<file path="src/rtl/regfile_wb_arbiter_pkg.sv">
// Shared types and constants for the register-file writeback path.
package regfile_wb_arbiter_pkg;

   // Writeback arbitration priority: loads normally win, ALU wins after starving.
   typedef enum logic {
      PRIO_MEM = 1'b0,
      PRIO_ALU = 1'b1
   } wb_prio_e;

   // Architectural zero register; never written, never busy.
   localparam int REG_ZERO = '0;

   // Active level of the synchronous reset.
   localparam logic RESET = 1'b1;

endpackage : regfile_wb_arbiter_pkg

</file>
<file path="src/rtl/regfile_scoreboard.sv">
// Busy-register scoreboard: tracks registers with an outstanding producer and
// raises issue_stall on RAW/WAW hazards. A register being written back this
// cycle is treated as free because the register file bypasses the write.
module regfile_scoreboard
   import regfile_wb_arbiter_pkg::*;
#(
   parameter int ADDRESS_WIDTH = 5
) (
   input  logic                     clk,
   input  logic                     rst,
   input  logic                     issue_valid,
   input  logic [ADDRESS_WIDTH-1:0] issue_rs1,
   input  logic [ADDRESS_WIDTH-1:0] issue_rs2,
   input  logic [ADDRESS_WIDTH-1:0] issue_rd,
   input  logic                     write_en,
   input  logic [ADDRESS_WIDTH-1:0] write_id,
   output logic                     issue_stall
);

   localparam int NUM_REGS = 2 ** ADDRESS_WIDTH;
   localparam logic [ADDRESS_WIDTH-1:0] ZERO_ID = ADDRESS_WIDTH'(REG_ZERO);

   logic [NUM_REGS-1:0] busy_q;
   logic [NUM_REGS-1:0] busy_d;
   logic [NUM_REGS-1:0] clr_mask;
   logic [NUM_REGS-1:0] set_mask;
   logic [NUM_REGS-1:0] eff_busy;
   logic                issue_fire;

   // Hazard lookup and next busy vector; a set beats a clear on the same register.
   always_comb begin
      clr_mask = '0;
      if (write_en && (write_id != ZERO_ID)) begin
         clr_mask[write_id] = 1'b1;
      end
      eff_busy           = busy_q & ~clr_mask;
      eff_busy[REG_ZERO] = 1'b0;
      issue_stall = issue_valid && (rst != RESET) &&
                    (eff_busy[issue_rs1] | eff_busy[issue_rs2] | eff_busy[issue_rd]);
      issue_fire  = issue_valid && (rst != RESET) && !issue_stall;
      set_mask = '0;
      if (issue_fire && (issue_rd != ZERO_ID)) begin
         set_mask[issue_rd] = 1'b1;
      end
      busy_d           = (busy_q & ~clr_mask) | set_mask;
      busy_d[REG_ZERO] = 1'b0;
   end

   // Busy vector register.
   always_ff @(posedge clk) begin
      if (rst == RESET) begin
         busy_q <= '0;
      end else begin
         busy_q <= busy_d;
      end
   end

endmodule : regfile_scoreboard

</file>
<file path="src/rtl/regfile_wb_arbiter.sv">
// Writeback controller for the 2R1W register file. Arbitrates the single
// write port between ALU and load results with starvation-bounded fixed
// priority (loads first), suppresses writes to x0, and hosts the busy-register
// scoreboard that stalls issue.
//
// Handshake: a source transfers in a cycle where valid && ready. ready is
// combinational from the valids, the priority state and rst only; at most one
// ready is high per cycle. Sources hold rd/data while valid && !ready.
module regfile_wb_arbiter
   import regfile_wb_arbiter_pkg::*;
#(
   parameter int ADDRESS_WIDTH = 5,
   parameter int DATA_WIDTH    = 32,
   parameter int STARVE_LIMIT  = 4
) (
   input  logic                     clk,
   input  logic                     rst,
   input  logic                     alu_valid,
   output logic                     alu_ready,
   input  logic [ADDRESS_WIDTH-1:0] alu_rd,
   input  logic [DATA_WIDTH-1:0]    alu_data,
   input  logic                     mem_valid,
   output logic                     mem_ready,
   input  logic [ADDRESS_WIDTH-1:0] mem_rd,
   input  logic [DATA_WIDTH-1:0]    mem_data,
   input  logic                     issue_valid,
   input  logic [ADDRESS_WIDTH-1:0] issue_rs1,
   input  logic [ADDRESS_WIDTH-1:0] issue_rs2,
   input  logic [ADDRESS_WIDTH-1:0] issue_rd,
   output logic                     issue_stall,
   output logic                     write_en,
   output logic [ADDRESS_WIDTH-1:0] write_id,
   output logic [DATA_WIDTH-1:0]    write_data
);

   localparam logic [ADDRESS_WIDTH-1:0] ZERO_ID   = ADDRESS_WIDTH'(REG_ZERO);
   localparam logic [3:0]               LIMIT_CNT = 4'(STARVE_LIMIT);

   wb_prio_e                 state_q, state_d;
   logic [3:0]               starve_q, starve_d;
   logic                     write_en_q, write_en_d;
   logic [ADDRESS_WIDTH-1:0] write_id_q, write_id_d;
   logic [DATA_WIDTH-1:0]    write_data_q, write_data_d;
   logic                     alu_grant;
   logic                     mem_grant;

   // Grant selection, priority/starvation update and next writeback beat.
   always_comb begin
      alu_grant    = 1'b0;
      mem_grant    = 1'b0;
      state_d      = state_q;
      starve_d     = starve_q;
      write_en_d   = 1'b0;
      write_id_d   = '0;
      write_data_d = '0;
      if (rst != RESET) begin
         case (state_q)
            PRIO_MEM: begin
               if (mem_valid) begin
                  mem_grant = 1'b1;
                  if (alu_valid) begin
                     // ALU lost again; hand it priority once the limit is reached.
                     starve_d = starve_q + 4'd1;
                     if (starve_d >= LIMIT_CNT) begin
                        state_d = PRIO_ALU;
                     end
                  end else begin
                     starve_d = '0;
                  end
               end else begin
                  alu_grant = alu_valid;
                  starve_d  = '0;
               end
            end
            PRIO_ALU: begin
               // One ALU turn (or ALU went idle), then back to load priority.
               state_d   = PRIO_MEM;
               starve_d  = '0;
               alu_grant = alu_valid;
               mem_grant = !alu_valid && mem_valid;
            end
            default: begin
               state_d  = PRIO_MEM;
               starve_d = '0;
            end
         endcase
      end
      if (mem_grant && (mem_rd != ZERO_ID)) begin
         write_en_d   = 1'b1;
         write_id_d   = mem_rd;
         write_data_d = mem_data;
      end else if (alu_grant && (alu_rd != ZERO_ID)) begin
         write_en_d   = 1'b1;
         write_id_d   = alu_rd;
         write_data_d = alu_data;
      end
   end

   assign alu_ready = alu_grant;
   assign mem_ready = mem_grant;

   // Priority state, starvation counter and registered write port.
   always_ff @(posedge clk) begin
      if (rst == RESET) begin
         state_q      <= PRIO_MEM;
         starve_q     <= '0;
         write_en_q   <= 1'b0;
         write_id_q   <= '0;
         write_data_q <= '0;
      end else begin
         state_q      <= state_d;
         starve_q     <= starve_d;
         write_en_q   <= write_en_d;
         write_id_q   <= write_id_d;
         write_data_q <= write_data_d;
      end
   end

   assign write_en   = write_en_q;
   assign write_id   = write_id_q;
   assign write_data = write_data_q;

   regfile_scoreboard #(
      .ADDRESS_WIDTH(ADDRESS_WIDTH)
   ) u_scoreboard (
      .clk        (clk),
      .rst        (rst),
      .issue_valid(issue_valid),
      .issue_rs1  (issue_rs1),
      .issue_rs2  (issue_rs2),
      .issue_rd   (issue_rd),
      .write_en   (write_en_q),
      .write_id   (write_id_q),
      .issue_stall(issue_stall)
   );

endmodule : regfile_wb_arbiter

</file>
<file path="config.mk">
export PLATFORM = sky130hd
export DESIGN_NAME = regfile_wb_arbiter
export DESIGN_NICKNAME = d
export VERILOG_FILES = /design/src/rtl/regfile_wb_arbiter_pkg.sv /design/src/rtl/regfile_scoreboard.sv /design/src/rtl/regfile_wb_arbiter.sv
export SDC_FILE = /design/constraint.sdc
export NUM_CORES = 1
export LEC_CHECK = 0
export CORE_ASPECT_RATIO = 0.75
export CORE_MARGIN = 5
export CORE_UTILIZATION = 35
export CTS_CLUSTER_SIZE = 8
export DETAILED_ROUTE_END_ITERATION = 6
export GPL_TIMING_DRIVEN = 0
export MAX_ROUTING_LAYER = met4
export PLACE_DENSITY_LB_ADDON = 0.08
export RECOVER_POWER = 50
export SLEW_MARGIN = 15
export SYNTH_ARGS = -nofsm -noshare
export SYNTH_HDL_FRONTEND = slang
export SYNTH_HIERARCHICAL = 1
export SYNTH_SLANG_ARGS = --single-unit
</file>
<file path="constraint.sdc">
create_clock -name clk -period 9.4 [get_ports clk]
set_clock_uncertainty 0.05 [all_clocks]
set_input_delay 1.88 -clock clk [delete_from_list [all_inputs] [get_ports clk]]
set_output_delay 1.88 -clock clk [all_outputs]
set_load 0.1 [all_outputs]
</file>
; Yosys cells after proc, flatten, opt, wreduce, memory -nomap -nowiden
; Index checks and enable logic that the tools add are counted.
[totals]
reg_bits = 75
inputBits = 94
output_inout_bits = 41
wordCells = 69
[op_classes]
n_addsub = 1
n_lt_le_gt_ge = 7
mux = 31
bitwise = 7
reduce_logical = 16
[ops]
columns = op, n
row1 = 2-to-1 mux 32 bit, 4
row2 = bitwise AND 32 bit, 1
row3 = NOT 32 bit, 1
row4 = OR 32 bit, 1
row5 = "less-than comparator 5 x 6 -> 1 bit, second input constant", 4
row6 = nonzero test 5 bit, 4
row7 = binary-select mux 1 bit (select 5 bit), 3
row8 = 2-to-1 mux 1 bit, 14
row9 = demux 1 bit (select 5 bit), 2
row10 = "greater-or-equal comparator 5 x 1 -> 1 bit, second input constant", 2
row11 = logical AND 1 bit, 10
row12 = 2-to-1 mux 5 bit, 2
row13 = 2-to-1 mux 4 bit, 2
row14 = case mux 4 bit (2 select lines), 1
row15 = case mux 1 bit (2 select lines), 3
row16 = "adder 4 x 1 -> 4 bit, second input constant", 1
row17 = "greater-or-equal comparator 4 x 3 -> 1 bit, second input constant", 1
row18 = zero test 1 bit, 2
row19 = NOT 1 bit, 2
row20 = OR 1 bit, 2

; Depth between registers and ports, before layout
; Gate-level depths: netlist of the first run.
[logic_depth]
ltp_word = 17
ltp_mapped = 11
depth_no_buf = 8

; Hierarchy
; The synthesis of the first run kept the hierarchy.
[modules_own_cells]
columns = mod, n_inst, cells_per_inst, area_each_um2, seq_area_each_um2
row1 = regfile_scoreboard, 1, 375, 2743.9, 620.6
row2 = regfile_wb_arbiter, 1, 120, 1477.7, 860.8

; Worst setup path before layout of the first run
; Ideal clock, no wire load.
[synth_timing]
path_type = input -> output
startpoint = in issue_rs2[0]
endpoint = out issue_stall
arrival_ps = 4653
t_required_ps = 7470
setup_slack_ps = 2817
cell_stages = 10
n_path_buf = 4
path_cell_list = clkbuf_1 clkbuf_1 clkbuf_1 o211ai_1 nand4_1 o31ai_1 or4b_1 or4_4 buf_6 and2_1
[synth_between]
elab_chain_cells = 5
[synth_rtl]
columns = element, line_no
row1 = "start, declared", regfile_wb_arbiter.sv:28  ; input logic [ADDRESS_WIDTH-1:0] issue_rs2,
row2 = binary-select mux 1 bit (select 5 bit), regfile_scoreboard.sv:39  ; (eff_busy[issue_rs1] | eff_busy[issue_rs2] | eff_busy[issue_rd]);
row3 = 2-to-1 mux 1 bit (not written as such), regfile_scoreboard.sv:39
row4 = OR 1 bit (2 in a row), regfile_scoreboard.sv:39
row5 = logical AND 1 bit, regfile_scoreboard.sv:38  ; issue_stall = issue_valid && (rst != RESET) &&
row6 = "end, declared", regfile_wb_arbiter.sv:30  ; output logic issue_stall,
; Every way passes these cells. The select of a mux whose other input is x is not followed.

; Worst setup path in the final report of the first run
[layout_timing]
startpoint = in issue_rd[2]
endpoint = out issue_stall
[layout_between]
elab_chain_cells = 4
[layout_rtl]
columns = element, line_no
row1 = "start, declared", regfile_wb_arbiter.sv:29  ; input logic [ADDRESS_WIDTH-1:0] issue_rd,
row2 = binary-select mux 1 bit (select 5 bit), regfile_scoreboard.sv:39
row3 = 2-to-1 mux 1 bit (not written as such), regfile_scoreboard.sv:39
row4 = OR 1 bit, regfile_scoreboard.sv:39
row5 = logical AND 1 bit, regfile_scoreboard.sv:38
; Every way passes these cells. The select of a mux whose other input is x is not followed.

==> flow_metrics.py, run 1 <==
metrics = {
    "status": {
        "outcome": "complete, no violations",
    },
    "timing": {
        "slew-limit-headroom_pct": 31.48,
        "fmax_ghz": 0.1248,
        "maxSlewViolCount": 0,
        "fin_setup_tns_ps": 0,
        "rsz0062_at_grt": "no",
        "setup_viol": 0,
        "min_period_over_period_pct": 85.23,
        "hold_viol_final": 0,
        "fin_crit_ps": 8011,
        "worst_pin_slew_ps": 1024,
        "fin_ws_ps": 1389,
    },
    "placement": {
        "portBuffers": 129,
        "routabilityCongestion": 0.9910,
        "dp_hpwl_um": 14160,
        "pre_cts_slack_ps": 1501,
    },
    "layout": {
        "drive_above_1_share_pct": 6.719,
        "multi_input_area_um2": 2495,
        "most-common-layout-cells": "clkdlybuf4s50_1, dfxtp_1, dlygate4sd3_1",
        "final-seq-area_um2": 1481,
        "area_delta_synth_final_pct": 42.38,
        "fin_nets": 730,
        "final_common_cell": "clkdlybuf4s50_1",
        "num-fill-cells": 1098,
    },
    "power_and_ir_drop": {
        "leakage_nw": 2.117,
        "peakVddDrop_mv": 0.09423,
        "pwr_density_cell_nw_per_um2": 152.1,
    },
    "route": {
        "drt_wl_total_um": 18440,
        "ant_nets": 0,
        "viasPerCell": 6.081,
        "first_pass_iters": 5,
        "via_count": 4883,
        "wl_per_cell_um": 22.96,
        "drc": 0,
        "drtIter0Drc": 569,
    },
    "clock_tree": {
        "cts_resized": 0,
        "post_cts_buffers": 0,
        "clock-sinks": 74,
        "h-tree-depth": 3,
        "cts_made_buffers": 9,
        "insertion_delay_ps": 340,
        "ctsHoldBuffers": 0,
        "cts_buffer_depth": 2,
        "clk_pin_slew_ps": 60,
        "clockRootBuffer": "clkbuf_16",
        "cts_tree": "built",
    },
    "critical_path": {
        "path_cells": "clkdlybuf4s50_1 -> clkbuf_1 -> nor2_1 -> o211ai_1 -> nand2_1 -> a2111oi_0 -> o211ai_1 -> or4_4 -> buf_6 -> and2_1 -> clkdlybuf4s50_1",
        "r2r_setup_slack_ps": 4980,
        "end_kind": "primary output",
        "crit_fanout": 10,
        "crit_required_ps": 7470,
        "start_kind": "primary input",
        "max_stage_delay_ps": 960,
        "slowest_stage": "clkdlybuf4s50_1",
        "r2r_cells": 10,
        "timing.rr.start": "write_id[1]$_SDFF_PP0_",
        "r2r_end": "u_scoreboard/busy_q[14]$_SDFF_PP0_",
        "crit_type": "primary input to primary output",
        "arrival_ps": 6080,
    },
    "hold_path": {
        "min_to": "starve_q[0]$_SDFF_PP0_",
        "whs_path_depth": 1,
        "worstHoldStart": "starve_q[0]$_SDFF_PP0_",
        "hp-class": "flip-flop to flip-flop",
    },
    "floorplan": {
        "core_area_um2": 11700,
        "placementRows": 34,
        "io_pins": 135,
        "die_y_um": 105.1,
        "initial_core_util_pct": 36.09,
        "die_w_um": 136.8,
        "die_area_um2": 14380,
    },
    "logic_synthesis": {
        "ys_top_cells_by_area": "dfxtp_1, a32o_1, o21ai_0",
        "seq_area_frac_synth_pct": 35.09,
        "ys_async_sr_fraction_pct": 0,
        "syn_area_um2": 4222,
        "synth_cell_types": 68,
        "synth_warnings": 6,
        "yosys_register_bits": 74,
        "syn_nets": 590,
        "yosysTopAreaCell": "dfxtp_1",
        "synth_top_area_share_pct": 35.09,
        "synthFlopType": "dfxtp_1",
        "avgSynthCellArea_um2": 8.528,
        "synth_cells": 495,
        "synth-edff-count": 0,
    },
    "grt": {
        "antenna_found_initial": 1,
        "overflow": 0,
        "grt_pass1_vias": 4663,
        "grt_start_max_net_pins": 14,
        "grtUsageTotal_pct": 25.85,
        "grt_pass1_wl_um": 27740,
    },
    "flow_run": {
        "cap_violations": 0,
    },
}
## logic make-up (layout without fill, tap and decap cells)
kind of cell	after synthesis	in the layout	synth area share, %
other	0	1	0
AO/OA/AOI/OAI	164	164	29.82
buffers and inverters	52	197	5.809
flip-flops	74	74	35.09
multiplexers	10	10	2.519
XOR/XNOR	7	7	1.452
AND/OR/NAND/NOR	187	187	25.01
adder cells (fa/ha/maj)	1	1	0.2963
## how the worst max path moves through the flow
stage | from | end | slack, ps
6_report | issue_rd[2] | issue_stall | 1390
5_1_grt | issue_rd[2] | issue_stall | 1320
4_1_cts | issue_rs2[0] | issue_stall | 1500
3_5_place_dp | issue_rs2[0] | issue_stall | 1500
3_3_place_gp | issue_rs2[0] | issue_stall | 1520
2_1_floorplan | issue_rs2[0] | issue_stall | 2820
## final cells by class
type,count,share of cell area (%)
plain buffers,44,3.539
repair buffers,129,21.48
multi-input cells,369,41.51
inverters,8,0.4996
clock buffers,10,3.809
well taps,162,3.372
clock inverters,6,1.103
flip-flops and latches,74,24.65
diodes,1,0.04163
## routing by layer
| metal | routed length, µm | up-vias | track usage [%] |
|---|---|---|---|
| li1 | - | 2224 | - |
| met1 | 8453 | 2363 | 37.16 |
| met2 | 7581 | 277 | 34.42 |
| met3 | 2171 | 19 | 9.894 |
| met4 | 234 | 0 | 4.630 |
| met5 | 0 | - | - |
## stage by stage
stage	cells	hold slack, ps	total power [mW]	utilization (%)	area, µm²
floorplan	495	379.7	0.4831	-	4222
global placement	786	393.1	0.5726	48.86	5715
detailed placement	786	399.7	0.5733	48.86	5715
CTS	802	413.5	0.9233	51.38	6011
global route	803	453.8	0.9450	51.38	6011
finish	803	410.1	0.9145	51.38	6011
## report_power, final
group	total (mW)	leakage [nW]	internal [mW]	switching [mW]
clock	0.348	0.147	0.207	0.141
combinational	0.238	1.37	0.0781	0.160
sequential	0.329	0.605	0.325	0.00350
total	0.915	2.12	0.610	0.305
## Yosys cell counts (6+ instances only)
cell type	count
a21oi_1	9
a32o_1	34
buf_2	7
clkbuf_1	30
dfxtp_1	74
inv_1	8
nand2_1	35
nand2b_1	15
nand3_1	21
nand4_1	10
nor2_1	32
nor2b_1	10
nor3_1	10
o211ai_1	10
o21ai_0	31
o21ai_1	7
o22ai_1	10
o31ai_1	7
o32ai_1	15
or3_1	6
or4_1	13
## registers in the layout (all words and copies together), names as in the netlist
name                 cells
starve_q                 4
write_id                 5
state_q                  1
u_scoreboard/busy_q     31
write_data              32
write_en                 1
## critical path, delay by kind of cell
family,cells,cell delay [ps]
buf+inv,4,2030
simple gates,4,990
compound gates,3,1170
Note: power is estimated with default switching activity, not from simulation.
==> run 2, diff against run 1 <==
Settings changed: CORE_ASPECT_RATIO 0.75 to 1.4.
Clock period 9.4 ns to 9.19 ns, I/O delays scaled along.
==> flow_metrics.py, run 2 (synthesis gave the netlist of run 1 again) <==
metrics = {
    "status": {
        "outcome": "complete, no violations",
    },
    "route": {
        "drt_wl_total_um": 18460,
        "wl_per_cell_um": 23.46,
        "first_pass_iters": 5,
        "viasPerCell": 6.192,
        "drtIter0Drc": 464,
        "ant_nets": 0,
        "drc": 0,
        "via_count": 4873,
    },
    "floorplan": {
        "core_area_um2": 11820,
        "initial_core_util_pct": 35.72,
        "die_area_um2": 14390,
        "die_y_um": 139.9,
        "placementRows": 47,
        "io_pins": 135,
        "die_w_um": 102.8,
    },
    "clock_tree": {
        "insertion_delay_ps": 330,
        "clk_pin_slew_ps": 50,
        "ctsHoldBuffers": 0,
        "clockRootBuffer": "clkbuf_16",
        "h-tree-depth": 3,
        "post_cts_buffers": 0,
        "cts_buffer_depth": 2,
        "cts_tree": "built",
        "cts_made_buffers": 9,
        "cts_resized": 0,
        "clock-sinks": 74,
    },
    "layout": {
        "final-seq-area_um2": 1481,
        "most-common-layout-cells": "clkdlybuf4s50_1, dfxtp_1, clkbuf_1",
        "area_delta_synth_final_pct": 40.99,
        "utilization_pct": 50.35,
        "multi_input_area_um2": 2495,
        "fin_nets": 730,
        "largest_reg_flops": 32,
        "finish.instance_area_um2": 5952,
        "final_common_cell": "clkdlybuf4s50_1",
        "drive_above_1_share_pct": 6.250,
        "antenna_cells": 0,
        "num-fill-cells": 1130,
    },
    "grt": {
        "grt_pass1_wl_um": 28270,
        "grt_start_max_net_pins": 13,
        "overflow": 0,
        "grtUsageTotal_pct": 26.70,
        "grt_pass1_vias": 5059,
        "antenna_found_initial": 0,
    },
    "timing": {
        "holdWs_ps": 421.7,
        "setup_viol": 0,
        "slew-limit-headroom_pct": 31.75,
        "fin_setup_tns_ps": 0,
        "hold_viol_final": 0,
        "worst_pin_slew_ps": 1021,
        "rsz0062_at_grt": "no",
        "fmax_ghz": 0.1237,
        "min_period_over_period_pct": 87.94,
        "fin_crit_ps": 8082,
        "maxSlewViolCount": 0,
    },
    "placement": {
        "dp_hpwl_um": 14600,
        "portBuffers": 129,
        "placed_cell_area_um2": 5697,
        "routabilityCongestion": 1.018,
    },
    "flow_run": {
        "cap_violations": 0,
    },
    "critical_path": {
        "crit_fanout": 10,
        "crit_required_ps": 7300,
        "start_kind": "primary input",
        "arrival_ps": 6190,
        "end_kind": "primary output",
        "crit_type": "primary input to primary output",
    },
    "power_and_ir_drop": {
        "leakage_nw": 2.059,
        "peakVddDrop_mv": 0.09784,
        "report.power.total_mw": 0.9007,
        "pwr_density_cell_nw_per_um2": 151.3,
    },
    "hold_path": {
        "hp-class": "flip-flop to flip-flop",
    },
}
-- run 2: critical path: stages --
cell and delay [ps]:
clkbuf_1 270, clkbuf_1 480, clkbuf_1 550, o211ai_1 180, nand4_1 200, o31ai_1 140, or4b_1 580, or4_4 600
buf_6 170, and2_1 170, clkdlybuf4s50_1 980
-- run 2: final timing paths --
check,end,slack (ps),from,cells past startpoint
setup reg to reg,u_scoreboard/busy_q[3]$_SDFF_PP0_,5110,write_id[2]$_SDFF_PP0_,10
hold / removal,starve_q[0]$_SDFF_PP0_,420,starve_q[0]$_SDFF_PP0_,1
setup / recovery,issue_stall,1110,issue_rs2[0],11
hold reg to reg,starve_q[0]$_SDFF_PP0_,420,starve_q[0]$_SDFF_PP0_,1
-- run 2: area by class of cell --
| class | count | area share [%] |
|---|---|---|
| inverter | 8 | 0.5045 |
| clock buffer | 13 | 4.204 |
| buffer | 44 | 3.448 |
| multi-input combinational | 369 | 41.92 |
| clock inverter | 3 | 0.2523 |
| timing repair buffer | 129 | 21.69 |
| sequential | 74 | 24.89 |
| tap | 147 | 3.090 |
-- run 2: routing by layer --
metal	vias to the layer above	wire length [µm]	share of wire [%]	track usage [%]
met1	2289	6475	35	27.75
met4	0	1142	6.2	13.98
met2	291	9324	51	45.78
met3	68	1518	8.2	6.368
met5	-	0	0	-
li1	2225	-	-	-
-- run 2: where the power goes --
| part | internal [mW] | total (mW) | switching [mW] |
|---|---|---|---|
| Clock | 0.189 | 0.319 | 0.130 |
| Combinational | 0.0810 | 0.245 | 0.164 |
| Sequential | 0.333 | 0.336 | 0.00362 |
-- run 2: through the flow --
step	instances	setup WS (ps)
floorplan	495	2691
global route	787	996.8
CTS	787	1148
finish	787	1108
global placement	771	1101
detailed placement	771	1162
